$ cat src/rtl/mash_dsm_pkg.sv
// Shared constants for the MASH 1-1-1 modulator family and its CIC3 decimator.
package mash_dsm_pkg;

    localparam int CIC_ORDER = 3;

    // Legal output span of a MASH 1-1-1: c1 + (1-z^-1)c2 + (1-z^-1)^2 c3
    localparam int MASH_MIN = -3;
    localparam int MASH_MAX = 4;

    function automatic int cic_out_width(input int in_width, input int dec_log2);
        return in_width + CIC_ORDER * dec_log2;
    endfunction

endpackage

$ cat src/rtl/cic_comb_stage.sv
// Registered differentiator y = x - x_prev, advancing only on its enable strobe.
module cic_comb_stage #(
    parameter int WIDTH = 16
) (
    input  logic                    clk,
    input  logic                    rst,
    input  logic                    i_en,
    input  logic signed [WIDTH-1:0] i_x,
    output logic signed [WIDTH-1:0] o_y,
    output logic                    o_valid
);

    logic signed [WIDTH-1:0] r_dly;
    logic signed [WIDTH-1:0] r_y;
    logic                    r_valid;

    // Difference against the previous strobed input; the strobe moves one stage on
    always_ff @(posedge clk) begin
        if (rst) begin
            r_dly   <= {WIDTH{1'b0}};
            r_y     <= {WIDTH{1'b0}};
            r_valid <= 1'b0;
        end else begin
            r_valid <= i_en;
            if (i_en) begin
                r_y   <= i_x - r_dly;
                r_dly <= i_x;
            end
        end
    end

    assign o_y     = r_y;
    assign o_valid = r_valid;

endmodule

$ cat src/rtl/mash_cic3_decim.sv
// Third-order CIC decimator (R = 2^DEC_LOG2) for the output of a MASH 1-1-1 modulator.
module mash_cic3_decim
    import mash_dsm_pkg::*;
#(
    parameter  int IN_WIDTH  = 4,
    parameter  int DEC_LOG2  = 4,
    localparam int OUT_WIDTH = cic_out_width(IN_WIDTH, DEC_LOG2)
) (
    input  logic                        clk,
    input  logic                        rst,
    input  logic signed [IN_WIDTH-1:0]  x_i,
    input  logic                        x_valid_i,
    input  logic                        clr_i,
    output logic signed [OUT_WIDTH-1:0] y_o,
    output logic                        y_valid_o,
    output logic                        range_err_o
);

    localparam logic signed [OUT_WIDTH-1:0] L_MIN = OUT_WIDTH'(MASH_MIN);
    localparam logic signed [OUT_WIDTH-1:0] L_MAX = OUT_WIDTH'(MASH_MAX);

    logic                        w_clear;
    logic                        w_last;
    logic                        w_oor;
    logic signed [OUT_WIDTH-1:0] w_x_ext;
    logic signed [OUT_WIDTH-1:0] w_int1;
    logic signed [OUT_WIDTH-1:0] w_int2;
    logic signed [OUT_WIDTH-1:0] w_int3;
    logic signed [OUT_WIDTH-1:0] w_c1;
    logic signed [OUT_WIDTH-1:0] w_c2;
    logic                        w_v1;
    logic                        w_v2;

    logic signed [OUT_WIDTH-1:0] r_int1;
    logic signed [OUT_WIDTH-1:0] r_int2;
    logic signed [OUT_WIDTH-1:0] r_int3;
    logic signed [OUT_WIDTH-1:0] r_decim;
    logic [DEC_LOG2-1:0]         r_dec_cnt;
    logic                        r_dec_stb;
    logic                        r_range_err;

    assign w_clear = rst | clr_i;
    assign w_last  = &r_dec_cnt;
    assign w_x_ext = {{(OUT_WIDTH - IN_WIDTH){x_i[IN_WIDTH-1]}}, x_i};
    assign w_oor   = (w_x_ext < L_MIN) || (w_x_ext > L_MAX);

    // Integrator chain settles within one cycle so the decimator sees int3 including this sample
    assign w_int1 = r_int1 + w_x_ext;
    assign w_int2 = r_int2 + w_int1;
    assign w_int3 = r_int3 + w_int2;

    // Integrators, decimation counter and range flag advance only on accepted samples
    always_ff @(posedge clk) begin
        if (w_clear) begin
            r_int1      <= {OUT_WIDTH{1'b0}};
            r_int2      <= {OUT_WIDTH{1'b0}};
            r_int3      <= {OUT_WIDTH{1'b0}};
            r_decim     <= {OUT_WIDTH{1'b0}};
            r_dec_cnt   <= {DEC_LOG2{1'b0}};
            r_dec_stb   <= 1'b0;
            r_range_err <= 1'b0;
        end else begin
            r_dec_stb <= x_valid_i & w_last;
            if (x_valid_i) begin
                r_int1    <= w_int1;
                r_int2    <= w_int2;
                r_int3    <= w_int3;
                r_dec_cnt <= r_dec_cnt + DEC_LOG2'(1);
                if (w_last) begin
                    r_decim <= w_int3;
                end
                if (w_oor) begin
                    r_range_err <= 1'b1;
                end
            end
        end
    end

    cic_comb_stage #(.WIDTH(OUT_WIDTH)) u_comb1 (
        .clk     (clk),
        .rst     (w_clear),
        .i_en    (r_dec_stb),
        .i_x     (r_decim),
        .o_y     (w_c1),
        .o_valid (w_v1)
    );

    cic_comb_stage #(.WIDTH(OUT_WIDTH)) u_comb2 (
        .clk     (clk),
        .rst     (w_clear),
        .i_en    (w_v1),
        .i_x     (w_c1),
        .o_y     (w_c2),
        .o_valid (w_v2)
    );

    // Last comb stage registers drive y_o / y_valid_o directly
    cic_comb_stage #(.WIDTH(OUT_WIDTH)) u_comb3 (
        .clk     (clk),
        .rst     (w_clear),
        .i_en    (w_v2),
        .i_x     (w_c2),
        .o_y     (y_o),
        .o_valid (y_valid_o)
    );

    assign range_err_o = r_range_err;

endmodule

$ cat config.mk
export PLATFORM = sky130hd
export DESIGN_NAME = mash_cic3_decim
export DESIGN_NICKNAME = d
export VERILOG_FILES = /design/src/rtl/mash_dsm_pkg.sv /design/src/rtl/cic_comb_stage.sv /design/src/rtl/mash_cic3_decim.sv
export SDC_FILE = /design/constraint.sdc
export NUM_CORES = 1
export LEC_CHECK = 0
export BUFFER_PORTS_ARGS = -buffer_cell sky130_fd_sc_hd__buf_4
export CAP_MARGIN = 15
export CORE_MARGIN = 5
export CORE_UTILIZATION = 60
export CTS_BUF_LIST = sky130_fd_sc_hd__clkbuf_8
export DETAILED_ROUTE_END_ITERATION = 7
export GPL_TIMING_DRIVEN = 0
export PLACE_DENSITY = 0.86
export SLEW_MARGIN = 20
export SYNTH_ARGS = -nofsm -noshare
export SYNTH_HDL_FRONTEND = slang
export SYNTH_SLANG_ARGS = --single-unit
$ cat constraint.sdc
create_clock -name clk -period 5.5 [get_ports clk]
set_clock_uncertainty 0.15 [all_clocks]
set_input_delay 0.55 -clock clk [delete_from_list [all_inputs] [get_ports clk]]
set_output_delay 0.55 -clock clk [all_outputs]
set_load 0.05 [all_outputs]
==> out/metrics.yaml, run 1 <==
place:
  dp_cells: 1390
  gp_congestion: 0.8842
  port_buffers: 24
  hpwlAfterDp_mm: 16.28
critical_path:
  max_stage_delay_ns: 0.40
  crit_chain: "ha_1 -> fa_1 -> a21o_1 -> a21oi_1 -> o21bai_1 -> a21oi_1 -> o21bai_1 -> a21oi_1 -> xnor2_1 -> ha_1 -> nor3_1 -> nor2_1 -> nand2_1 -> xnor2_1 -> ha_1 -> a21oi_1 -> o21ai_0 -> a31oi_1 -> nand3b_1 -> o21ai_1 -> xnor2_2 -> nor3b_1 -> nor3_2"
  critPathBufInv: 0
  worstSetupEndpointType: "register"
  cpMostUsedCell: "a21oi_1"
  critPathSlowestCell: "fa_1"
  cp.required_ns: 5.72
  critPathKind: "reg -> reg"
  worstPathArrival_ns: 5.31
  critPathMaxFanout: 5
  start_kind: "register"
  worst-r2r-setup-slack_ns: 0.41
  cp_top_family: "compound AO/OA/AOI/OAI gates"
layout:
  diodes: 0
  drive_above_1_share_pct: 6.572
  fin_nets: 1295
  layout.cells.non_filler: 1422
  seqCellArea_um2: 3383
  multi_input_area_um2: 6081
  final_util_pct: 65.83
  fill_cells: 1297
  areaGrowthSynthToFinish_pct: 9.018
drt:
  drc: 0
  vias: 8039
  drt_pass1_iterations: 5
  antenna_left: 0
  dr_wl_met3_um: 898
  vias_per_cell: 5.653
  totalWireLength_mm: 21.64
  drt-wirelength-per-cell_um: 15.22
  wl_met1_mm: 9.138
  met2_length_mm: 11.19
  highest_layer: "met4"
  drt_iter0_markers: 477
synth:
  synth-async-reset-ratio_pct: 0
  synth_top_area_cell: "dfxtp_1"
  yosysWarnings: 0
  synth_commonest_cells: "181 x nor2_1, 169 x dfxtp_1, 104 x mux2i_1"
  synth_top_flop_cell: "dfxtp_1"
  synth-seq-cells: 169
  yosysMostFrequentCell: "nor2_1"
  synth_area_um2: 9907
  ys_types: 56
  yosysSeqAreaShare_pct: 34.15
  synth_area_leaders: "dfxtp_1 34%, ha_1 12%, mux2i_1 11%, nor2_1 6.9%, a21oi_1 4.3%"
  syn_inst: 1146
  synth_nets: 1252
  avgSynthCellArea_um2: 8.645
  yosysTopAreaCellShare_pct: 34.15
  synth_edf_count: 0
grt:
  grt.total_usage_pct: 22.48
  grt_pass1_vias: 7715
  grt_overflow: 0
  grt_max_degree: 17
  antenna_found_initial: 0
  grt_pass1_wl_mm: 36.01
cts:
  path_clk_slew_ns: 0.09
  insertion_delay_ns: 0.48
  cts-root-buf: "clkbuf_8"
  cts.path.max_buffers: 2
  hold_buffers: 0
  cts_max_level: 4
  numClockSinks: 169
  cts_tree: "yes"
  numCtsBuffers: 17
timing:
  tightest_slew_ns: 0.8126
  max_freq_mhz: 196.5
  whs_ns: 0.3230
  rsz0062_at_grt: "false"
  finalCriticalPeriod_ns: 5.090
  post-route-period-util_pct: 92.54
  slew_viol_final: 0
  fin_setup_tns_ns: 0
  hold_viol_final: 0
  setup_viol: 0
  slew_headroom_pct: 45.82
die:
  die_w_um: 138.5
  ios: 26
  die_y_um: 138.5
  core_area_um2: 16410
  rows: 47
  start_util_pct: 60.38
  dieArea_um2: 19180
outcome:
  status: "completed"
hold_path:
  worstHoldPathType: "reg -> reg"
pwr:
  power_density_nw_per_um2: 256.5
  p_leak_uw: 0.004251
  ir_drop_mv: 0.2113
job:
  drv_cap: 0
[repair_timing]
| item | 4_1_cts | 5_1_grt |
|---|---|---|
| endpoints found under the setup margin | 0 | 2 |
| setup buffers | 0 | 0 |
| resized for setup | 0 | 2 |
[per-stage QoR]
stage / worst slack, ns / total power [uW] / area (um^2)
global placement: 0.006398 / 1815 / 10360
CTS: 0.2929 / 2766 / 10790
finish: 0.4104 / 2770 / 10800
detailed placement: -0.07248 / 1829 / 10360
floorplan: 0.8025 / 1712 / 9907
global route: 0.1282 / 2901 / 10800
[per-layer routing]
layer,vias up,GRT usage [%]
met5,-,0
met4,0,7.124
met3,42,4.800
met2,175,41.68
met1,3763,25.73
li1,4059,-
[report_power, final]
part / switching [uW] / total (uW) / internal [uW]
sequential: 16.3 / 1270 / 1250
clock: 476 / 954 / 478
combinational: 326 / 551 / 225
total: 818 / 2770 / 1950
[tightest hold or removal path, stage by stage, from the launching register on]
cell and delay (ns):
dfxtp_1 0.34, a21oi_1 0.04, nor2_1 0.07
[registers in the layout (all words and copies together) (netlist names)]
name and flops:
r_decim 16, r_int1 16, r_int2 16, r_int3 16, u_comb1.o_y 16, u_comb1.r_dly 16
u_comb2.o_y 16, u_comb2.r_dly 16, u_comb3.o_y 16, u_comb3.r_dly 16, r_dec_cnt 4, r_dec_stb 1
range_err_o 1, u_comb1.o_valid 1, u_comb2.o_valid 1, u_comb3.o_valid 1
[path summary, 6_finish.rpt]
path,startpoint,to,cells after the start
min,range_err_o$_SDFFE_PP0P_,range_err_o$_SDFFE_PP0P_,2
max,r_int1[0]$_SDFFE_PP0P_,r_int3[15]$_SDFFE_PP0P_,23
max reg2reg,r_int1[0]$_SDFFE_PP0P_,r_int3[15]$_SDFFE_PP0P_,23
min reg2reg,range_err_o$_SDFFE_PP0P_,range_err_o$_SDFFE_PP0P_,2
[logic make-up after synthesis]
group,share of synthesized area (%)
compound gates,14.78
xor+xnor,7.274
fa+ha+maj,12.83
buf+inv,4.547
flops,34.15
mux,10.96
simple gates,15.46
[placed cells by master, fill, tap and decap left out, types with 4 or more instances in the layout]
cell type | netlist | routed
buf_4 | 0 | 24
xnor2_1 | 47 | 46
a21o_1 | 24 | 24
nor2_1 | 181 | 181
nor3_1 | 24 | 24
clkbuf_1 | 40 | 40
a211oi_1 | 21 | 21
nor2b_1 | 15 | 15
buf_1 | 6 | 6
a31oi_1 | 11 | 11
dfxtp_1 | 169 | 169
ha_1 | 92 | 92
nand2_1 | 69 | 69
or2_2 | 6 | 6
o21ai_0 | 28 | 27
nand2b_1 | 6 | 6
and3_1 | 13 | 13
or3_1 | 4 | 4
o41ai_1 | 5 | 5
fa_1 | 6 | 6
a21oi_1 | 86 | 86
nand4_1 | 6 | 6
nand3_1 | 9 | 9
o21bai_1 | 7 | 7
inv_1 | 71 | 72
o22ai_1 | 4 | 4
o211ai_1 | 5 | 5
clkbuf_8 | 0 | 19
mux2i_1 | 104 | 104
xor2_1 | 29 | 29
o2111ai_1 | 4 | 4
mux2_2 | 4 | 4
o21a_1 | 13 | 13
[area by class of cell]
class,instances,share of cell area (%)
repair buffers,24,1.668
clock buffers,19,2.421
clock inverters,13,1.564
inverters,71,2.468
well taps,220,2.549
flip-flops and latches,169,31.33
multi-input cells,859,56.30
plain buffers,47,1.703
(Power assumes the default switching activity.)
==> run 2: changes to the inputs <==
- CAP_MARGIN: 15 -> 25
- REMOVE_ABC_BUFFERS: not set -> 1
==> run 2 against run 1 <==
- global-route usage is 4.2 points lower
- clock power is 18% lower
- cell count is 2.7% lower
- sequential share of layout area is 0.38 points higher
- power is 7.5% lower
- first-iteration DRC count is 31% lower
- register-to-register slack better by 0.07 ns
- setup slack better by 0.066 ns
- fmax is 1.3% higher
- combinational power is 5.8% lower
- via count is 6.0% lower
- sequential cell count stayed put
- critical path type unchanged
==> out/metrics.yaml, run 2 (synthesized netlist as in run 1, its figures left out) <==
timing:
  fin_setup_tns_ns: 0
  post-route-period-util_pct: 91.34
  max_freq_mhz: 199.1
  whs_ns: 0.3218
  slew_headroom_pct: 40.25
  timing.final.ws_setup_ns: 0.4764
  setup_viol: 0
  finalCriticalPeriod_ns: 5.024
  hold_viol_final: 0
  slew_viol_final: 0
  rsz0062_at_grt: "false"
  tightest_slew_ns: 0.8963
cts:
  numCtsBuffers: 17
  post_cts_buffers: 0
  cts_tree: "yes"
  hold_buffers: 0
  cts_resized: 0
  cts-root-buf: "clkbuf_8"
  cts.path.max_buffers: 2
  insertion_delay_ns: 0.45
  cts_max_level: 4
  numClockSinks: 169
  path_clk_slew_ns: 0.09
place:
  hpwlAfterDp_mm: 12.78
  pre_cts_ws_ns: 0.1053
  gp_congestion: 0.8577
  port_buffers: 25
job:
  drv_cap: 0
hold_path:
  worstHoldPathType: "reg -> reg"
  hp-start: "u_comb3.o_y[14]$_SDFFE_PP0P_"
  holdPathEnd: "u_comb3.o_y[14]$_SDFFE_PP0P_"
  hold_depth: 2
drt:
  antenna_left: 0
  drt_iter0_markers: 328
  vias: 7555
  drc: 0
  drt-wirelength-per-cell_um: 12.72
  vias_per_cell: 5.463
  drt_pass1_iterations: 4
  totalWireLength_mm: 17.60
critical_path:
  start_kind: "register"
  timing.rr.end: "r_int3[15]$_SDFFE_PP0P_"
  critPathKind: "reg -> reg"
  cp.required_ns: 5.70
  rr_startpoint: "r_int1[0]$_SDFFE_PP0P_"
  worstPathArrival_ns: 5.22
  worst-r2r-setup-slack_ns: 0.48
  critPathMaxFanout: 4
  worstSetupEndpointType: "register"
  rr_worst_depth: 22
grt:
  grt_pass1_wl_mm: 30.42
  grt.total_usage_pct: 18.24
  antenna_found_initial: 0
  grt_pass1_vias: 7320
  grt_max_degree: 61
  grt_overflow: 0
layout:
  drive_above_1_share_pct: 7.137
  diodes: 0
  areaGrowthSynthToFinish_pct: 7.818
  mostFrequentLayoutCells: "181 x nor2_1, 166 x dfxtp_1, 104 x mux2i_1"
  final_common_cell: "nor2_1"
  fin_nets: 1256
die:
  die_w_um: 138.5
  dieArea_um2: 19180
  ios: 26
  rows: 47
  core_area_um2: 16410
  start_util_pct: 60.38
  die_y_um: 138.5
pwr:
  power_density_nw_per_um2: 239.8
  p_leak_uw: 0.004235
  ir_drop_mv: 0.2068
outcome:
  status: "completed"
## run 2: layout make-up
type,instances,area [um^2]
fillers,1308,5725
well taps,220,275.3
multi-input cells,859,6076
inverters,71,266.5
flip-flops and latches,169,3387
clock inverters,14,95.09
repair buffers,32,334.1
clock buffers,18,247.7
## run 2: worst max-delay path by stage
| stage | cells past startpoint | endpoint | slack (ns) | startpoint |
|---|---|---|---|---|
| 2_1_floorplan | 23 | r_int3[15]$_SDFFE_PP0P_ | 0.80 | x_i[0] |
| 3_3_place_gp | 24 | r_int3[15]$_SDFFE_PP0P_ | 0.29 | x_i[0] |
| 3_5_place_dp | 23 | r_int3[15]$_SDFFE_PP0P_ | 0.11 | x_i[0] |
| 4_1_cts | 22 | r_int3[15]$_SDFFE_PP0P_ | 0.47 | r_int1[0]$_SDFFE_PP0P_ |
| 5_1_grt | 22 | r_int3[15]$_SDFFE_PP0P_ | 0.16 | r_int1[0]$_SDFFE_PP0P_ |
| 6_report | 22 | r_int3[15]$_SDFFE_PP0P_ | 0.48 | r_int1[0]$_SDFFE_PP0P_ |
## run 2: report_power, final
group          leakage [uW]  total, uW  switching (uW)  internal (uW)
clock network      0.000192        778             422            355
logic               0.00268        519             295            224
registers           0.00137       1260            16.1           1250
## run 2: layer usage
| metal | track usage [%] | wire [um] |
|---|---|---|
| met5 | 0 | 0 |
| met4 | 5.200 | 216 |
| met3 | 4.834 | 490 |
| met2 | 34.43 | 9013 |
| met1 | 20.02 | 7877 |
## run 2: stage by stage
| stage | total power [uW] | std cells | cell area [um^2] | util, % |
|---|---|---|---|---|
| 4_1_cts | 2585 | 1383 | 10680 | 65.10 |
| 6_report | 2561 | 1383 | 10680 | 65.10 |
| 5_1_grt | 2705 | 1383 | 10680 | 65.10 |
| 3_3_place_gp | 1779 | 1344 | 10190 | 62.08 |
| 3_5_place_dp | 1807 | 1351 | 10340 | 63.01 |
| 2_1_floorplan | 1699 | 1099 | 9723 | - |
## run 2: worst max-delay path: stages (launching register included)
cell	delay, ns
dfxtp_1	0.32
ha_1	0.21
fa_1	0.42
a21o_1	0.18
a21oi_1	0.27
o21bai_1	0.12
a21oi_1	0.22
o21bai_1	0.10
a21oi_1	0.18
xnor2_1	0.18
ha_1	0.32
a21oi_1	0.23
a32oi_2	0.20
a31oi_1	0.27
xnor2_1	0.20
ha_1	0.32
inv_1	0.10
o21bai_1	0.08
a21oi_1	0.16
o21ai_0	0.17
xnor2_2	0.19
nor3b_1	0.25
nor3_2	0.07
==> run 3: changes to the inputs <==
- CORE_UTILIZATION: 60 -> 59
- PLACE_DENSITY: 0.86 -> 0.88
- clock period: 5.5 -> 4.58 ns (I/O delays scaled with it)
==> run 3 against run 2 <==
- the run now ends with setup timing left
- critical path depth increased by 1
- clock power increased by 36%
- non-clock buffer count increased by 12
- register-to-register slack got worse by 0.67 ns
- first-iteration DRC count increased by 19%
- fmax increased by 5.2%
- hold slack got worse by 0.075 ns
- wire length increased by 10%
- utilization increased by 1.4 points
- sequential share of layout area decreased by 0.90 points
- combinational power increased by 49%
- critical path type unchanged
- critical endpoint is now r_decim[15]$_SDFFE_PP0P_
- largest cell class unchanged
==> out/metrics.yaml, run 3 (synthesized netlist as in run 1, its figures left out) <==
outcome:
  status: "finished, violations left"
  violations: "setup timing"
timing:
  finalCriticalPeriod_ns: 4.775
  hold_viol_final: 0
  rsz0062_at_grt: "true"
  fin_setup_tns_ns: -0.5990
  timing.final.ws_setup_ns: -0.1947
  tightest_slew_ns: 0.9300
  max_freq_mhz: 209.4
  slew_headroom_pct: 38.00
  setup_viol: 6
  post-route-period-util_pct: 104.3
  slew_viol_final: 0
drt:
  drt_iter0_markers: 391
  vias_per_cell: 5.578
  drt_pass1_iterations: 4
  vias: 7782
  totalWireLength_mm: 19.40
  drc: 0
  antenna_left: 0
  drt-wirelength-per-cell_um: 13.90
critical_path:
  worstPathArrival_ns: 4.97
  cp.required_ns: 4.78
  critPathMaxFanout: 4
  start_kind: "register"
  critPathKind: "reg -> reg"
  worstSetupEndpointType: "register"
  rr_startpoint: "r_int1[0]$_SDFFE_PP0P_"
  timing.rr.end: "r_decim[15]$_SDFFE_PP0P_"
  worst-r2r-setup-slack_ns: -0.19
  rr_worst_depth: 23
die:
  die_y_um: 139.6
  die_w_um: 139.6
  dieArea_um2: 19480
  rows: 47
  core_area_um2: 16520
  ios: 26
  start_util_pct: 59.95
cts:
  numClockSinks: 169
  numCtsBuffers: 17
  path_clk_slew_ns: 0.08
  cts_tree: "yes"
  cts-root-buf: "clkbuf_8"
  cts.path.max_buffers: 2
  hold_buffers: 0
  insertion_delay_ns: 0.47
  cts_max_level: 4
layout:
  fill_cells: 1270
  final_common_cell: "nor2_1"
  fin_nets: 1268
  diodes: 0
  seqCellArea_um2: 3388
  drive_above_1_share_pct: 11.40
  multi_input_area_um2: 6266
  mostFrequentLayoutCells: "179 x nor2_1, 165 x dfxtp_1, 104 x mux2i_1"
  layout.cells.non_filler: 1395
  areaGrowthSynthToFinish_pct: 11.00
pwr:
  ir_drop_mv: 0.2514
  p_leak_uw: 0.004344
  power.total_uw: 3356
  power_density_nw_per_um2: 305.2
job:
  drv_cap: 0
hold_path:
  hold_depth: 4
  holdPathEnd: "r_int1[0]$_SDFFE_PP0P_"
  worstHoldPathType: "in -> reg"
  hp-start: "x_i[0]"
grt:
  grt_overflow: 0
  grt.total_usage_pct: 18.90
  grt_pass1_wl_mm: 31.83
  grt_pass1_vias: 7540
  antenna_found_initial: 0
  grt_max_degree: 70
place:
  port_buffers: 25
  dp_cells: 1349
  hpwlAfterDp_mm: 12.86
  gp_congestion: 0.8736
## run 3: stage by stage
stage                     worst slack, ns  util (%)  hold slack, ns  instance area [um^2]
after global routing              -0.3911     66.55          0.2535                 11000
after detailed placement          -0.6777     62.32          0.3109                 10300
after floorplan                  -0.02552         -          0.2990                  9723
final                             -0.1947     66.55          0.2471                 11000
after CTS                        0.005869     65.34          0.2385                 10800
after global placement            -0.5171     61.64          0.3048                 10190
## run 3: worst max path at each step
stage | to | cells after the start | from | slack, ns
global route | r_decim[15]$_SDFFE_PP0P_ | 21 | r_int1[1]$_SDFFE_PP0P_ | -0.39
CTS | r_decim[15]$_SDFFE_PP0P_ | 22 | r_int1[0]$_SDFFE_PP0P_ | 0.006
finish | r_decim[15]$_SDFFE_PP0P_ | 23 | r_int1[0]$_SDFFE_PP0P_ | -0.19
detailed placement | r_int3[15]$_SDFFE_PP0P_ | 23 | x_i[0] | -0.68
floorplan | r_int3[15]$_SDFFE_PP0P_ | 23 | x_i[0] | -0.03
global placement | r_int3[15]$_SDFFE_PP0P_ | 24 | x_i[0] | -0.52
## run 3: cell type report
type	count	area share (%)
flip-flops and latches	169	30.81
multi-input cells	859	56.98
well taps	220	2.503
inverters	71	2.423
clock inverters	12	1.149
repair buffers	44	3.630
clock buffers	20	2.503
## run 3: what timing repair did
action                                  4_1_cts  5_1_grt
resized for setup                             8       34
pin swaps                                    11       30
endpoints found under the setup margin        7       11
setup buffers                                 9        5
## run 3: critical path: stages (launching register included)
cell and delay (ns):
dfxtp_2 0.34, ha_4 0.16, fa_2 0.40, a21o_1 0.20, a21oi_2 0.20, o21bai_1 0.11
a21oi_2 0.17, o21bai_1 0.09, a21oi_1 0.18, xnor2_1 0.12, ha_1 0.41, nor3_2 0.06
nor2_2 0.20, nand2_2 0.09, xnor2_2 0.27, ha_4 0.26, a21oi_1 0.13, o21ai_1 0.07
a31oi_1 0.21, nand3b_1 0.22, o21ai_2 0.09, xnor2_2 0.26, and3_4 0.22, nor3_2 0.04
## run 3: metal layers
metal,vias to the layer above,GRT usage (%),wire [um]
met2,120,35.04,9993
met5,-,0,0
li1,4010,-,-
met3,33,4.494,615
met4,0,6.833,353
met1,3619,21.01,8435
## run 3: power breakdown
| group | switching, uW | total [uW] | internal [uW] | leakage, uW |
|---|---|---|---|---|
| logic | 426 | 774 | 347 | 0.00277 |
| registers | 22.7 | 1520 | 1500 | 0.00137 |
| clock network | 536 | 1060 | 524 | 0.000203 |
| total | 985 | 3360 | 2370 | 0.00434 |
